## config.mk

```make
export PLATFORM = sky130hd
export DESIGN_NAME = sha256_round_ctrl
export DESIGN_NICKNAME = d
export VERILOG_FILES = /design/src/rtl/sha256_round_ctrl.sv
export SDC_FILE = /design/constraint.sdc
export NUM_CORES = 1
export LEC_CHECK = 0
export CELL_PAD_IN_SITES_DETAIL_PLACEMENT = 1
export CELL_PAD_IN_SITES_GLOBAL_PLACEMENT = 1
export CORE_MARGIN = 5
export CORE_UTILIZATION = 34
export DETAILED_ROUTE_END_ITERATION = 12
export GPL_TIMING_DRIVEN = 0
export HOLD_SLACK_MARGIN = 0.08
export MAX_ROUTING_LAYER = met4
export PLACE_DENSITY_LB_ADDON = 0.2
export SYNTH_ARGS = -nofsm -noshare
export SYNTH_HDL_FRONTEND = slang
export SYNTH_SLANG_ARGS = --single-unit
```

## constraint.sdc

```tcl
create_clock -name CLK -period 2.1 [get_ports CLK]
set_input_delay 0.42 -clock CLK [delete_from_list [all_inputs] [get_ports CLK]]
set_output_delay 0.42 -clock CLK [all_outputs]
set_load 0.01 [all_outputs]
```

## src/rtl/sha256_round_ctrl.sv

```systemverilog
// SHA-256 round controller: sequences INIT, ROUNDS compression rounds, hash update and done.
// Optional feature: define SHA_ROUND_STALL_EN to add the stall input that freezes round progress.
module sha256_round_ctrl #(
   parameter int unsigned ROUNDS = 64
) (
   input  logic       CLK,
   input  logic       RST,
   input  logic       start,
`ifdef SHA_ROUND_STALL_EN
   input  logic       stall,
`endif
   output logic       busy,
   output logic       init_en,
   output logic       reg_en,
   output logic [5:0] round_idx,
   output logic       w_sel,
   output logic [3:0] w_addr,
   output logic       hash_upd,
   output logic       done
);

   typedef enum logic [2:0] {
      IDLE  = 3'd0,
      INIT  = 3'd1,
      ROUND = 3'd2,
      FINAL = 3'd3,
      DONE  = 3'd4
   } state_t;

   localparam logic [5:0] LAST_IDX      = 6'(ROUNDS - 1);
   localparam logic [5:0] FIRST_EXP_IDX = 6'd16;

   state_t     state_q, state_d;
   logic [5:0] round_idx_q, round_idx_d;
   logic       busy_q, busy_d;
   logic       init_en_q, init_en_d;
   logic       reg_en_q, reg_en_d;
   logic       w_sel_q, w_sel_d;
   logic       hash_upd_q, hash_upd_d;
   logic       done_q, done_d;
   logic       stall_s;

`ifdef SHA_ROUND_STALL_EN
   assign stall_s = stall;
`else
   assign stall_s = 1'b0;
`endif

   // Next state, round index and the output values for the upcoming cycle.
   always_comb begin
      state_d     = state_q;
      round_idx_d = round_idx_q;
      case (state_q)
         IDLE: begin
            round_idx_d = 6'd0;
            if (start) begin
               state_d = INIT;
            end else begin
               state_d = IDLE;
            end
         end
         INIT: begin
            state_d     = ROUND;
            round_idx_d = 6'd0;
         end
         ROUND: begin
            if (stall_s) begin
               state_d = ROUND;
            end else if (round_idx_q == LAST_IDX) begin
               state_d = FINAL;
            end else begin
               round_idx_d = round_idx_q + 6'd1;
            end
         end
         FINAL: begin
            state_d = DONE;
         end
         DONE: begin
            state_d     = IDLE;
            round_idx_d = 6'd0;
         end
         default: begin
            state_d     = IDLE;
            round_idx_d = 6'd0;
         end
      endcase

      // A stalled ROUND cycle becomes a bubble: index held, working registers not loaded.
      busy_d     = (state_d != IDLE);
      init_en_d  = (state_d == INIT);
      reg_en_d   = (state_d == ROUND) && !((state_q == ROUND) && stall_s);
      w_sel_d    = (state_d == ROUND) && (round_idx_d >= FIRST_EXP_IDX);
      hash_upd_d = (state_d == FINAL);
      done_d     = (state_d == DONE);
   end

   // State and registered output flops; reset aborts any block in flight.
   always_ff @(posedge CLK or posedge RST) begin
      if (RST) begin
         state_q     <= IDLE;
         round_idx_q <= 6'd0;
         busy_q      <= 1'b0;
         init_en_q   <= 1'b0;
         reg_en_q    <= 1'b0;
         w_sel_q     <= 1'b0;
         hash_upd_q  <= 1'b0;
         done_q      <= 1'b0;
      end else begin
         state_q     <= state_d;
         round_idx_q <= round_idx_d;
         busy_q      <= busy_d;
         init_en_q   <= init_en_d;
         reg_en_q    <= reg_en_d;
         w_sel_q     <= w_sel_d;
         hash_upd_q  <= hash_upd_d;
         done_q      <= done_d;
      end
   end

   assign busy      = busy_q;
   assign init_en   = init_en_q;
   assign reg_en    = reg_en_q;
   assign round_idx = round_idx_q;
   assign w_sel     = w_sel_q;
   assign w_addr    = round_idx_q[3:0];
   assign hash_upd  = hash_upd_q;
   assign done      = done_q;

endmodule
```

==> metrics.txt <==
post-synth design cell area a little under 700 um^2; capture point of the worst path w_addr[2]; CP max FO 7; die area 3010 um^2; #FFs+latches synth 15; layout cell share with drive strength beyond 1 between 10% and 20%; RSZ-0062 raised after global routing no; area share of the largest cell type after synthesis a little over half; Post-CTS Setup Inserts 0; syn nets between 60 and 70; Port Buffer Count 18; gr ovfl total 0; Post-synth EDFFs 0; fmax around 550 MHz; CTS tree done; clock share of power between 30% and 40%; Flop pwr share a little under two thirds; minimum period implied by the final worst setup slack around 1.8 ns; Crit path depth 2; Internal ~0.37 mW; Pleak about 0.43 nW; xor/xnor share of the synthesized area 3.84%; Worst Path Required 1.68 ns; Resized cells post-CTS 0; Placeable Area around 1900 um^2; multi-input logic area roughly 250 um^2; final setup violation count 0; Synth-to-Final Area Change 35.1%; DRT Pass-1 Iters 1; critical-path cell list buf_4 -> clkdlybuf4s50_1; clk slew on worst S/H paths 0.08 ns; Post-Synthesis Cells 65; met3 usage under 10%; largest family of logic cells by synthesized area simple AND/OR/NAND/NOR gates; R2R setup slack approximately 0.43 ns; clock sink count 15; maximum VDD drop between 0.0003 and 0.0004 V; DRC 0; cell taking the most area after synthesis dfrtp_1; M2 GR Usage between 20% and 30%; met1 usage between 10% and 20%; Tot Pwr between 0.4 and 0.5 mW; WL final around 1400 um; startpoint types register; synthesized area per cell ~11 um^2; IO Count 19; H-tree depth 1; chip width around 55 um; Synth async-reset ratio 100%; cells on worst reg2reg path 5; CTS Hold Bufs 0; post-synthesis compound-gate area fraction roughly 9%; Tcrit/Tclk final approximately 86%; multiplexer share of the synthesized area 2.93%; post-synthesis sequential area ratio 54.8%; synth top area cells dfrtp_1 55%, buf_4 4.4%, nor2_1 4.4%, mux2i_1 2.9%, nor3_1 2.9%; initial antenna violation count 0; Synth Flop Type dfrtp_1; vias per inst ~4.6; Crit. Startpoint round_idx[2]; Layout fillers around 240; clock root buffer clkbuf_4; pwr/cell area just under 500 nW/um^2; sw power ~0.087 mW; post-detail-place hpwl 1110 um; max-slew violations 0; NumNets Final between 90 and 100; CP max stage delay about 0.52 ns; Simple-Gate Fraction of Synth Area about a fifth; Slowest-stage cell, CP clkdlybuf4s50_1; WP buf/inv 2; WL/cell ~12 um; first-pass GRT wire length roughly 2600 um; Reg area about 380 um^2; post-synthesis adder-cell area fraction under 10%; CTS Buffer Depth 2; number of library cell types mapped by synthesis 25; Initial DRC Count 0; worst slew pin tran roughly 0.55 ns; max-cap violations 0; WP data arrival roughly 1.4 ns; family with the most delay on the worst path buffers and inverters; Tot GR Track Use 12.7%; ant diodes 0; largest net degree at the start of global routing 16; Slew headroom between 60% and 70%; Clk Latency, worst-skew pair ~0.28 ns; kind of critical path reg2out; busiest layer in global routing met2; Crit Reg-Reg Endpoint round_idx[1]; DIE HEIGHT roughly 55 um; post-route ant nets 0; Hold Vio Cnt, Final 0; FF-to-FF Start round_idx[0]; via count about 520; vias in the first global route 582; initial core utilization between 30% and 40%; Num CTS Buffers 3; Worst setup EP type primary output; GPL Wtd Cong around 0.69; HP Class in2async; Fin Clk Skew between 0.005 and 0.006 ns; setup_tns 0 ns; Syn. warnings 0; number of cell rows 16; Logic pwr share about 2.1%; status complete, no violations; sw frac 19.3%
## cells by family (layout without fill, tap and decap cells)
logic type	after synthesis	count (layout)
muxes	2	2
DFF	15	15
and+or+nand+nor	26	26
xor gates and xnor gates	3	3
AOI/OAI and AO/OA	9	9
adders and majority gates	1	1
buffers and inverters	9	31
## routing by layer
| metal | vias up | routed length, um |
|---|---|---|
| met1 | 244 | 574 |
| li1 | 260 | - |
| met3 | 2 | 111 |
| met2 | 16 | 721 |
| met4 | 0 | 8 |
| met5 | - | 0 |
## cells in the final DEF, fill, tap and decap left out, drive strengths merged, types with 2 or more instances in the layout
cell,netlist,layout
dfrtp,15,15
a211oi,2,2
clkbuf,0,4
mux2i,2,2
nand2,4,4
buf,5,5
xnor2,2,2
a31oi,2,2
nor2,8,8
nand2b,2,2
and3,2,2
inv,4,4
clkdlybuf4s50,0,18
o21ai,2,2
nor3,4,4
## area by class of cell
cell class	instances	share of cell area, %
buffer	5	4.47
multi-input combinational	41	27.3
clock buffer	4	2.84
sequential	15	40.6
tap	27	3.65
timing repair buffer	18	19.5
inverter	4	1.62
## power by group through the flow
stage	Clock (mW)	Combinational, mW	Sequential, mW
2_1_floorplan	0	0.00439	0.294
3_3_place_gp	0	0.00981	0.294
3_5_place_dp	0	0.00992	0.294
4_1_cts	0.164	0.00989	0.289
5_1_grt	0.185	0.0110	0.289
6_report	0.155	0.00932	0.288
## how the worst min path moves through the flow
stage,startpoint,to,slack (ns),cells after the start
2_1_floorplan,RST,busy,0.32,1
4_1_cts,RST,state_q[0],0.51,2
6_report,RST,state_q[2],0.49,2
3_5_place_dp,state_q[0],state_q[0],0.56,2
5_1_grt,RST,state_q[0],0.53,2
3_3_place_gp,state_q[0],state_q[0],0.54,2
## stage by stage
stage          util, %  instances  cell area, um^2  hold slack [ns]  worst slack, ns
4_1_cts           47.6        114              925            0.507            0.271
2_1_floorplan        -         65              684            0.321            0.563
6_report          47.6        114              925            0.491            0.290
3_5_place_dp      46.3        110              898            0.557            0.435
5_1_grt           47.6        114              925            0.529            0.210
3_3_place_gp      46.3        110              898            0.537            0.447
## worst register-to-register path: cells and delay by family (launching register included)
| family | cells | cell delay [ns] |
|---|---|---|
| AO/OA/AOI/OAI | 1 | 0.37 |
| adder cells (fa/ha/maj) | 1 | 0.25 |
| flip-flops | 1 | 0.44 |
| multiplexers | 1 | 0.24 |
| AND/OR/NAND/NOR | 2 | 0.25 |
## registers in the layout, indices dropped and copies added (netlist names)
register	cells
round_idx	6
state_q	3
busy	1
done	1
hash_upd	1
init_en	1
reg_en	1
w_sel	1
## synth_stat cells (all sizes together) (2+ instances only)
master / n
xnor2: 2
dfrtp: 15
inv: 4
and3: 2
o21ai: 2
nand2b: 2
nand2: 4
a211oi: 2
nor3: 4
nor2: 8
buf: 5
a31oi: 2
mux2i: 2
(Power assumes the default switching activity.)
